**config.mk**
```make
export PLATFORM = sky130hd
export DESIGN_NAME = calc1_port_driver
export DESIGN_NICKNAME = d
export VERILOG_FILES = /design/src/rtl/calc1_port_driver.sv
export SDC_FILE = /design/constraint.sdc
export NUM_CORES = 1
export LEC_CHECK = 0
export ABC_AREA = 1
export CORE_MARGIN = 2
export CORE_UTILIZATION = 60
export CTS_CLUSTER_SIZE = 10
export DETAILED_ROUTE_END_ITERATION = 16
export DONT_BUFFER_PORTS = 1
export PLACE_DENSITY = 0.76
export SLEW_MARGIN = 15
export SYNTH_ARGS = -nofsm -noshare
export SYNTH_HDL_FRONTEND = slang
export SYNTH_SLANG_ARGS = --single-unit
```
**constraint.sdc**
```tcl
create_clock -name c_clk -period 11 [get_ports c_clk]
set_clock_uncertainty 0.05 [all_clocks]
set_input_delay 1.1 -clock c_clk [delete_from_list [all_inputs] [get_ports c_clk]]
set_output_delay 1.1 -clock c_clk [all_outputs]
set_load 0.01 [all_outputs]
```
**src/rtl/calc1_port_driver.sv**
```systemverilog
// calc1_port_driver: buffers upstream commands in a small FIFO and drives them,
// one at a time, onto a single calc1 request port (cmd+op1, then op2), captures
// the calc1 response and offers it downstream on a valid/ready handshake.
// Optional WAIT-state watchdog is built only when CALC1_DRV_TIMEOUT_EN is defined.
module calc1_port_driver #(
    parameter int FIFO_DEPTH     = 4,
    parameter int TIMEOUT_CYCLES = 64
) (
    input  logic        c_clk,
    input  logic        reset,
    // upstream command handshake
    input  logic        in_valid,
    output logic        in_ready,
    input  logic [3:0]  in_cmd,
    input  logic [31:0] in_op1,
    input  logic [31:0] in_op2,
    // calc1 request port
    output logic [3:0]  req_cmd_out,
    output logic [31:0] req_data_out,
    // calc1 response port
    input  logic [1:0]  calc_resp_in,
    input  logic [31:0] calc_data_in,
    // downstream result handshake
    output logic        rsp_valid,
    input  logic        rsp_ready,
    output logic [1:0]  rsp_resp,
    output logic [31:0] rsp_data,
    output logic [3:0]  rsp_cmd,
    output logic        busy
);
    localparam int PTR_W = $clog2(FIFO_DEPTH);
    localparam int CNT_W = PTR_W + 1;

    localparam logic [2:0] IDLE  = 3'd0;
    localparam logic [2:0] SEND1 = 3'd1;
    localparam logic [2:0] SEND2 = 3'd2;
    localparam logic [2:0] WAIT  = 3'd3;
    localparam logic [2:0] HOLD  = 3'd4;

    if (FIFO_DEPTH < 2 || FIFO_DEPTH > 16 || (FIFO_DEPTH & (FIFO_DEPTH - 1)) != 0 ||
        TIMEOUT_CYCLES < 1) begin : g_param_check
        $error("calc1_port_driver: FIFO_DEPTH or TIMEOUT_CYCLES out of range");
    end

    logic [2:0]       state;
    logic [3:0]       fifo_cmd [FIFO_DEPTH];
    logic [31:0]      fifo_op1 [FIFO_DEPTH];
    logic [31:0]      fifo_op2 [FIFO_DEPTH];
    logic [PTR_W-1:0] wr_ptr;
    logic [PTR_W-1:0] rd_ptr;
    logic [CNT_W-1:0] count;
    logic [3:0]       cur_cmd;
    logic [31:0]      cur_op1;
    logic [31:0]      cur_op2;
    logic             full;
    logic             empty;
    logic             push;
    logic             pop;
    logic             timeout_hit;

    assign full     = (count == CNT_W'(FIFO_DEPTH));
    assign empty    = (count == '0);
    // Readiness depends only on the current count, so a same-edge pop never frees a slot.
    assign in_ready = !full;
    assign push     = in_valid && !full;
    assign pop      = (state == IDLE) && !empty;
    assign busy     = (state != IDLE) || !empty;

`ifdef CALC1_DRV_TIMEOUT_EN
    localparam int WD_W = $clog2(TIMEOUT_CYCLES) + 1;

    logic [WD_W-1:0] wd_cnt;

    // Watchdog counts edges spent in WAIT; cleared whenever WAIT is left.
    always_ff @(posedge c_clk) begin
        if (reset || state != WAIT) begin
            wd_cnt <= '0;
        end else begin
            wd_cnt <= wd_cnt + 1'b1;
        end
    end

    // Fires on the TIMEOUT_CYCLES-th WAIT edge without a response.
    assign timeout_hit = (state == WAIT) && (wd_cnt == WD_W'(TIMEOUT_CYCLES - 1));
`else
    assign timeout_hit = 1'b0;
`endif

    // FIFO storage; contents need no reset since count gates every read.
    always_ff @(posedge c_clk) begin
        if (push) begin
            fifo_cmd[wr_ptr] <= in_cmd;
            fifo_op1[wr_ptr] <= in_op1;
            fifo_op2[wr_ptr] <= in_op2;
        end
    end

    // FIFO pointers and occupancy; pointers wrap naturally (power-of-two depth).
    always_ff @(posedge c_clk) begin
        if (reset) begin
            wr_ptr <= '0;
            rd_ptr <= '0;
            count  <= '0;
        end else begin
            if (push) wr_ptr <= wr_ptr + 1'b1;
            if (pop)  rd_ptr <= rd_ptr + 1'b1;
            case ({push, pop})
                2'b10:   count <= count + 1'b1;
                2'b01:   count <= count - 1'b1;
                default: count <= count;
            endcase
        end
    end

    // Command FSM; req outputs are registered so they lag the state by one edge.
    always_ff @(posedge c_clk) begin
        if (reset) begin
            state        <= IDLE;
            cur_cmd      <= '0;
            cur_op1      <= '0;
            cur_op2      <= '0;
            req_cmd_out  <= '0;
            req_data_out <= '0;
            rsp_valid    <= 1'b0;
            rsp_resp     <= '0;
            rsp_data     <= '0;
            rsp_cmd      <= '0;
        end else begin
            req_cmd_out  <= '0;
            req_data_out <= '0;
            case (state)
                IDLE: begin
                    if (!empty) begin
                        cur_cmd <= fifo_cmd[rd_ptr];
                        cur_op1 <= fifo_op1[rd_ptr];
                        cur_op2 <= fifo_op2[rd_ptr];
                        state   <= SEND1;
                    end
                end
                SEND1: begin
                    req_cmd_out  <= cur_cmd;
                    req_data_out <= cur_op1;
                    state        <= SEND2;
                end
                SEND2: begin
                    req_data_out <= cur_op2;
                    state        <= WAIT;
                end
                WAIT: begin
                    if (calc_resp_in != 2'd0) begin
                        rsp_valid <= 1'b1;
                        rsp_resp  <= calc_resp_in;
                        rsp_data  <= calc_data_in;
                        rsp_cmd   <= cur_cmd;
                        state     <= HOLD;
                    end else if (timeout_hit) begin
                        rsp_valid <= 1'b1;
                        rsp_resp  <= 2'd3;
                        rsp_data  <= '0;
                        rsp_cmd   <= cur_cmd;
                        state     <= HOLD;
                    end
                end
                HOLD: begin
                    if (rsp_ready) begin
                        rsp_valid <= 1'b0;
                        state     <= IDLE;
                    end
                end
                default: state <= IDLE;
            endcase
        end
    end

endmodule

```
# Yosys cells after proc, flatten, opt, wreduce, memory -nomap -nowiden
# Memories as Yosys holds them, arrays and structs flattened. A register that Yosys moved wholly into a read port is not among the register bits.
# Cells that the tools add are included.
[totals]
n_memories = 3
ramBits = 272
ff_bits = 85
elab_cells = 56
output_inout_bits = 77
input_bits = 106
[classes]
muxes = 11
n_reduce_logical = 16
bitwise_logic = 2
eq_ne = 10
addsub = 4
[memory_table]
columns = ["name", "depth", "width", "rd", "rd_clocked_by_memory_dff", "write_ports", "line_no", "text"]
rows = [
  ["fifo_op1", 4, 32, 1, 1, 1, "47", "logic [31:0] fifo_op1 [FIFO_DEPTH];"],
  ["fifo_op2", 4, 32, 1, 1, 1, "48", "logic [31:0] fifo_op2 [FIFO_DEPTH];"],
  ["fifo_cmd", 4, 4, 1, 1, 1, "46", "logic [3:0] fifo_cmd [FIFO_DEPTH];"],
]
[op_table]
columns = ["op", "n"]
rows = [
  ["$pmux W32 S2", 1],
  ["$pmux W3 S5", 1],
  ["$mux W3", 3],
  ["$eq A3 B2 Y1 const B", 2],
  ["$eq A3 B3 Y1 const B", 2],
  ["$logic_not A3 Y1", 2],
  ["$ne A2 B2 Y1 const B", 3],
  ["$pmux W3 S2", 1],
  ["$reduce_and A3 Y1", 2],
  ["$reduce_bool A2 Y1", 3],
  ["$add A2 B1 Y2 const B", 2],
  ["$mux W1", 4],
  ["$reduce_and A2 Y1", 2],
  ["$add A3 B1 Y3 const B", 1],
  ["$eq A3 B1 Y1 const B", 1],
  ["$reduce_bool A3 Y1", 1],
  ["$sub A3 B1 Y3 const B", 1],
  ["$eq A2 B1 Y1 const B", 1],
  ["$eq A2 B2 Y1 const B", 1],
  ["$logic_and A1 B1 Y1", 2],
  ["$logic_not A1 Y1", 2],
  ["$not A1 Y1", 2],
  ["$pmux W1 S2", 1],
  ["$reduce_or A2 Y1", 1],
  ["$logic_or A1 B1 Y1", 1],
]

# Depth between registers and ports, before layout
# Gate-level depths: netlist of the first run.
[depth]
depth_word = 5
ltp_mapped = 14
mapped_depth_nobuf = 13

# Least setup slack after synthesis of the first run
# No wires, ideal clock.
[synth_timing]
path_type = "input-to-reg"
from = "input in_valid"
to = "memory fifo_cmd[0][0] (enable)"
setup_time_ns = 0.495
n_path_buf = 0
required_ns = 10.455
arrival_ns = 4.118
path_stages = 2
slack_ns = 6.337
cell_sequence = "nand2_1 > nor2_1"
[synth_between]
elab_chain_cells = 3
[synth_lines]
columns = ["item", "line_no", "text"]
rows = [
  ["start, declared", "12", "input logic in_valid,"],
  ["$logic_and A1 B1 Y1", "65", "assign push = in_valid && !full;"],
  ["$mux W1", "91", "if (push) begin"],
  ["$mux W1 (implied by the code)", "92", "fifo_cmd[wr_ptr] <= in_cmd;"],
  ["end, declared", "46", ""],
]
# Every way passes these cells.

# Final worst setup path of the first run
[layout_timing]
from = "register state[2]"
to = "register count[2]"
[layout_between]
elab_chain_cells = 4
elab_cells_between_ends = 6
cone_classes = "2 x eq/ne; 1 x mux; 3 x reduce/logical"
[layout_lines]
columns = ["item", "line_no", "text"]
rows = [
  ["start, declared", "45", "logic [2:0] state;"],
  ["start signal, assigned", "118", "state <= IDLE;"],
  ["start signal, assigned", "137", "state <= SEND1;"],
  ["start signal, assigned", "143", "state <= SEND2;"],
  ["$logic_not A3 Y1 *", "66", "assign pop = (state == IDLE) && !empty;"],
  ["$logic_and A1 B1 Y1 *", "66", ""],
  ["$eq A2 B1 Y1 or $eq A2 B2 Y1 (tied branches)", "107", "case ({push, pop})"],
  ["$pmux W3 S2 or $reduce_bool A2 Y1 (tied branches)", "--", ""],
  ["end signal, assigned", "108", "2'b10: count <= count + 1'b1;"],
  ["end signal, assigned", "109", "2'b01: count <= count - 1'b1;"],
  ["end signal, assigned", "110", "default: count <= count;"],
  ["end, declared", "51", "logic [CNT_W-1:0] count;"],
]
# Every way passes the cells marked *; elsewhere a longest branch is shown, timed or not.
# A chain may end at the register's enable or synchronous reset.

==> run summary, run 1 <==
outcome -> finished, final reports clean
fmax -> 310 MHz
Peak VDD IR -> 0.000178 V
Leak -> 6.39 nW
complex-gate fraction of the synthesized area -> 9.38%
Die ar. -> 27700 sq um
worst slew pin tran -> 1.17 ns
library cells used by synthesis -> 23
first-pass GRT wire length -> 52.9 mm
Clock Pin Slew Worst Setup and Hold Paths -> 0.06 ns
largest fanout on the critical path -> 72
Die X -> 166 microns
Layout Nets -> 1574
simple-gate share of the synthesized area -> 15.1%
worst path required time -> 11.42 ns
wirelength, routed -> 33.2 mm
Mapped Avg Cell Area -> 10.6 sq um
DRC violations left -> 0
#FFs+latches synth -> 425
Pre-antenna DRT Iters -> 5
Mapped Nets -> 1600
Setup TNS -> 0 ns
Mapped Area -> 15800 sq um
Ys Warns -> 0
fillers -> 1905
Buffers on Ports -> 0
CTS Root Cell -> clkbuf_16
Area Overhead vs Synth -> 9.64%
Final setup viols -> 0
final instance area -> 17300 sq um
H-tree Lvls -> 2
Mapped Cells -> 1488
CP Capture Type -> register
n_diodes -> 0
Startpoint Class -> register
multiplexer area fraction after synthesis -> 0%
busiest layer in global routing -> met2
Pwr Density -> 265 nW/um^2
dpl hpwl -> 18.2 mm
max-cap violations -> 0
fraction of final layout cells sized beyond drive strength 1 -> 5.33%
Longest Clk Path Bufs -> 3
grt met3 use -> 6.39%
Initial Utilization -> 60.9%
area of the multi-input gates -> 3980 sq um
largest family of logic cells by synthesized area -> simple AND/OR/NAND/NOR gates
TritonCTS Buffers -> 48
hold buffers post-CTS -> 0
largest net degree at the start of global routing -> 116
Final Max Slew Viols -> 0
Vias per Instance -> 5.59
initial antenna violation count -> 0
adder-cell area share of the yosys netlist -> 0.522%
post-CTS setup buffers -> 0
vias in the first global route -> 10000
CP arrival -> 3.64 ns
RSZ-0062 raised after global routing -> false
Clock Latency Late Sink -> 0.54 ns
clock sinks -> 425
register area -> 11200 sq um
Max transition margin -> 21.6%
XOR/XNOR Fraction of Synth Area -> 0%
clock period minus final worst setup slack -> 3.22 ns
overflow left after global routing -> 0
Min-Delay Path Class -> register to register
initial drt markers -> 903
vias -> 10300
# IOs -> 183
core area -> 26000 sq um
crit share post-route -> 29.3%
Area after DPL -> 15900 sq um
total track usage -> 23.9%
kind of critical path -> register to register
Seq/Total Area, Yosys -> 71.0%
CTS tree -> built
GRT met2 Usage -> 40.0%
cell row count -> 59
final estimated routing congestion in global placement -> 0.798
final hold vios -> 0
post-CTS sizing -> 0
met1 Usage GRT -> 31.1%
Routed Antenna Nets -> 0
Avg WL per Cell -> 18.1 microns
DIE HEIGHT -> 166 microns
## sequential cells by signal, summed over array words and instances (netlist names), 2 cells and up
| register | flops |
|---|---|
| rsp_cmd | 4 |
| cur_op1 | 32 |
| cur_op2 | 32 |
| fifo_op2 | 128 |
| rd_ptr | 2 |
| req_cmd_out | 4 |
| req_data_out | 32 |
| state | 3 |
| rsp_data | 32 |
| rsp_resp | 2 |
| wr_ptr | 2 |
| fifo_cmd | 16 |
| fifo_op1 | 128 |
| count | 3 |
| cur_cmd | 4 |
## Yosys cell counts
cell type | instances | area, sq um
a21oi_1 | 16 | 80.1
a31oi_1 | 1 | 6.26
buf_1 | 5 | 18.8
buf_2 | 38 | 190
buf_4 | 9 | 67.6
buf_6 | 2 | 22.5
clkbuf_1 | 34 | 128
dfxtp_1 | 153 | 3060
edfxtp_1 | 272 | 8170
fa_1 | 1 | 20.0
ha_1 | 5 | 62.6
inv_1 | 49 | 184
inv_2 | 7 | 26.3
nand2_1 | 85 | 319
nand2_2 | 1 | 6.26
nand3_1 | 37 | 185
nand3b_1 | 1 | 7.51
nand4_1 | 1 | 6.26
nand4_2 | 1 | 12.5
nor2_1 | 490 | 1840
nor2_2 | 1 | 6.26
o21ai_0 | 159 | 796
o21ai_1 | 120 | 601
## power by group
part | switching (W) | internal (W) | leakage (nW)
combinational | 0.000787 | 0.000301 | 1.97
sequential | 0.000153 | 0.00194 | 3.75
clock | 0.000573 | 0.000845 | 0.668
total | 0.00151 | 0.00309 | 6.39
## through the flow
stage	total power [W]	utilization (%)	setup WS (ns)	cells	hold slack [ns]
global route	0.00487	66.7	7.47	1835	0.419
finish	0.00460	66.7	7.78	1835	0.403
floorplan	0.00295	-	6.34	1488	0.372
global placement	0.00317	61.3	7.54	1747	0.390
detailed placement	0.00320	61.3	7.50	1747	0.395
CTS	0.00462	66.7	7.79	1835	0.404
## cells by family (layout without fill, tap and decap cells)
group | count (synthesis) | count (layout)
fa+ha+maj | 6 | 6
simple gates | 617 | 617
compound gates | 296 | 296
flops | 425 | 425
buf+inv | 144 | 156
## critical path, cell delays in order, from the launching register on
cell	delay [ns]
dfxtp_1	0.35
inv_2	0.10
nand2_1	0.05
nor2_1	0.17
nand2_2	0.06
buf_4	0.39
inv_2	0.11
buf_4	0.63
ha_1	0.27
inv_1	0.07
fa_1	0.37
a21oi_1	0.15
o21ai_0	0.12
nand2_1	0.07
nand2_1	0.04
nor2_1	0.11
## placed cells by master (no fill, tap or decap), types with 2 or more instances in the layout
cell,count
nor2_4,4
nand2_1,85
nor2_1,486
ha_1,5
o21ai_0,159
clkbuf_1,36
edfxtp_1,272
buf_4,12
dfxtp_1,151
inv_6,2
o21ai_1,120
a21oi_1,16
inv_1,48
nand3_1,37
clkbuf_16,50
inv_2,5
## final timing paths
check	startpoint	to	slack [ns]	cells after the start
max	state[2]	count[2]	7.78	15
min	cur_op1[2]	req_data_out[2]	0.40	2
max reg2reg	state[2]	count[2]	7.78	15
min reg2reg	cur_op1[2]	req_data_out[2]	0.40	2
## metal layers
metal  wire length (microns)  vias to the layer above
met5                       0                        -
met4                     623                        0
met3                    2620                       47
met2                   16100                      332
met1                   13800                     4929
li1                        -                     4954
## final cells by class
type / count / area share [%]
Tap cell: 335 / 2.42
Multi-Input combinational cell: 919 / 22.9
Sequential cell: 425 / 64.8
Clock inverter: 2 / 0.101
Clock buffer: 86 / 7.99
Inverter: 56 / 1.23
Timing Repair Buffer: 12 / 0.520
(Power assumes the default switching activity.)
==> run 2: changes to the inputs <==
==> constraint.sdc (replaced) <==
create_clock -name c_clk -period 3.25 [get_ports c_clk]
set_clock_uncertainty 0.05 [all_clocks]
set_input_delay 0.325 -clock c_clk [delete_from_list [all_inputs] [get_ports c_clk]]
set_output_delay 0.325 -clock c_clk [all_outputs]
set_load 0.01 [all_outputs]
==> run 2 against run 1 <==
Worst hold slack got worse by 0.37 ns. Wire length is 5.2% higher. Via count grew 4.9%. Die area unchanged. Cell area up 6.4%. Clock-buffer cell count decreased by 2. Combinational power rose to 3.7 times the previous value. Critical endpoint unchanged.
==> run summary, run 2 (same netlist as run 1, synthesis figures left out) <==
core area -> 26000 sq um (unchanged)
Longest Clk Path Bufs -> 3 (unchanged)
DIE HEIGHT -> 166 microns (unchanged)
largest fanout on the critical path -> 9 (-88%)
Buffers on Ports -> 0 (unchanged)
Tot Pwr -> 0.0157 W (+240%)
Routed Antenna Nets -> 0 (unchanged)
worst path required time -> 3.67 ns (-7.75 ns)
vias -> 10800 (+4.9%)
TritonCTS Buffers -> 48 (unchanged)
crit share post-route -> 74.2% (+45 points)
Peak VDD IR -> 0.000592 V (+230%)
total track usage -> 25.2% (+1.3 points)
clock sinks -> 425 (unchanged)
most common cell after layout, fill and taps aside -> nor2_1
Area after DPL -> 16000 sq um (+0.63%)
dpl hpwl -> 18.8 mm (+3.6%)
RSZ-0062 raised after global routing -> false
Initial Utilization -> 60.9% (unchanged)
Startpoint Class -> register
final instance area -> 18500 sq um (+6.4%)
CTS Root Cell -> clkbuf_16
Final setup viols -> 0 (unchanged)
fraction of final layout cells sized beyond drive strength 1 -> 5.47% (+0.13 points)
initial drt markers -> 917 (+1.6%)
CTS tree -> built
CP arrival -> 2.83 ns (-0.81 ns)
top flop regs -> fifo_op1 (128), fifo_op2 (128)
initial antenna violation count -> 2 (+2)
Final Non-Filler Cells -> 1947 (+6.1%)
Min-Delay Path Class -> input pin to register
DRC violations left -> 0 (unchanged)
Area Overhead vs Synth -> 16.7%
dpl cells -> 1757 (+0.57%)
fmax -> 414 MHz (+34%)
Clock Pin Slew Worst Setup and Hold Paths -> 0.06 ns (about the same)
kind of critical path -> register to register
Pre-antenna DRT Iters -> 5 (unchanged)
# IOs -> 183 (unchanged)
worst slew pin tran -> 0.929 ns (-0.239 ns)
busiest layer in global routing -> met2
R2R depth -> 11 (-4)
hold path cells -> 2 (unchanged)
Final Max Slew Viols -> 0 (unchanged)
Max transition margin -> 38.0% (+16 points)
Avg WL per Cell -> 17.9 microns (-0.81%)
outcome -> finished, final reports clean
grt met3 use -> 4.91% (-1.5 points)
Die X -> 166 microns (unchanged)
GRT met2 Usage -> 42.6% (+2.7 points)
max-cap violations -> 0 (unchanged)
Die ar. -> 27700 sq um (unchanged)
Layout Nets -> 1688 (+7.2%)
fin util -> 71.0% (+4.3 points)
wirelength, routed -> 34.9 mm (+5.2%)
post-CTS setup buffers -> 0 (unchanged)
final estimated routing congestion in global placement -> 0.747 (-6.4%)
commonest non-fill, non-tap cells in the layout -> 486 x nor2_1, 272 x edfxtp_1, 159 x o21ai_0, 151 x dfxtp_1, 120 x o21ai_1
CP Capture Type -> register
cell row count -> 59 (unchanged)
Leak -> 6.88 nW (+7.7%)
final hold vios -> 0 (unchanged)
H-tree Lvls -> 2 (unchanged)
met1 Usage GRT -> 33.1% (+2.0 points)
Clock Latency Late Sink -> 0.54 ns (about the same)
Vias per Instance -> 5.53 (-1.2%)
overflow left after global routing -> 0 (unchanged)
first-pass GRT wire length -> 56.0 mm (+5.9%)
clock period minus final worst setup slack -> 2.41 ns (-0.808 ns)
Pwr Density -> 853 nW/um^2 (+220%)
largest net degree at the start of global routing -> 93 (-20%)
vias in the first global route -> 10800 (+8.1%)
[run 2: cell count changes in the layout (fill, tap and decap cells not counted), sizes merged]
cell         previous run  this run
clkinv                  2         1
clkbuf                 86        84
buf                    12        22
diode                   0         2
inv                    56        55
dlygate4sd3             0       104
[run 2: worst max-delay path, cell delays in order (launching register included)]
cell and delay, ns:
dfxtp_1 0.32, inv_1 0.13, nand3_1 0.21, nand2_1 0.46
ha_1 0.23, inv_1 0.07, fa_1 0.38, a21oi_1 0.15
o21ai_0 0.12, nand2_1 0.08, nand2_1 0.04, nor2_1 0.10
[run 2: layout make-up]
| cell class | count | area, sq um |
|---|---|---|
| Timing Repair Buffer | 126 | 1230 |
| Fill cell | 1790 | 7530 |
| Clock buffer | 84 | 1370 |
| Sequential cell | 425 | 11200 |
| Inverter | 56 | 214 |
| Tap cell | 335 | 419 |
| Antenna cell | 2 | 5.00 |
| Multi-Input combinational cell | 919 | 3980 |
[run 2: metal layers]
metal  vias to the layer above  routed length, microns
met4                         0                     841
met5                         -                       0
met2                       430                   17000
met1                      5066                   14500
li1                       5184                       -
met3                        80                    2630
[run 2: metrics by stage]
| stage | TNS, ns | hold WS, ns | setup slack (ns) |
|---|---|---|---|
| after floorplan | -241.73 | 0.372 | -0.889 |
| after global placement | 0 | 0.342 | 0.899 |
| after detailed placement | 0 | 0.344 | 0.875 |
| after CTS | 0 | 0.00351 | 0.865 |
| after global routing | 0 | 0.0442 | 0.567 |
| final | 0 | 0.0317 | 0.837 |
[run 2: timing repair]
action	in CTS	in global routing
hold buffers	104	0
endpoints found under the hold margin	311	0
endpoints found under the setup margin	0	0
resized for setup	0	0
[run 2: worst paths after layout]
kind	from	end	slack, ns
worst min register to register	cur_cmd[0]	req_cmd_out[0]	0.41
worst min-delay path	rsp_ready	state[2]	0.03
worst max-delay path	count[0]	count[2]	0.84
worst max register to register	count[0]	count[2]	0.84
[run 2: power by group]
group / internal (W) / switching (W)
clock network: 0.00281 / 0.00193
registers: 0.00656 / 0.000423
logic: 0.00116 / 0.00285
total: 0.0105 / 0.00520
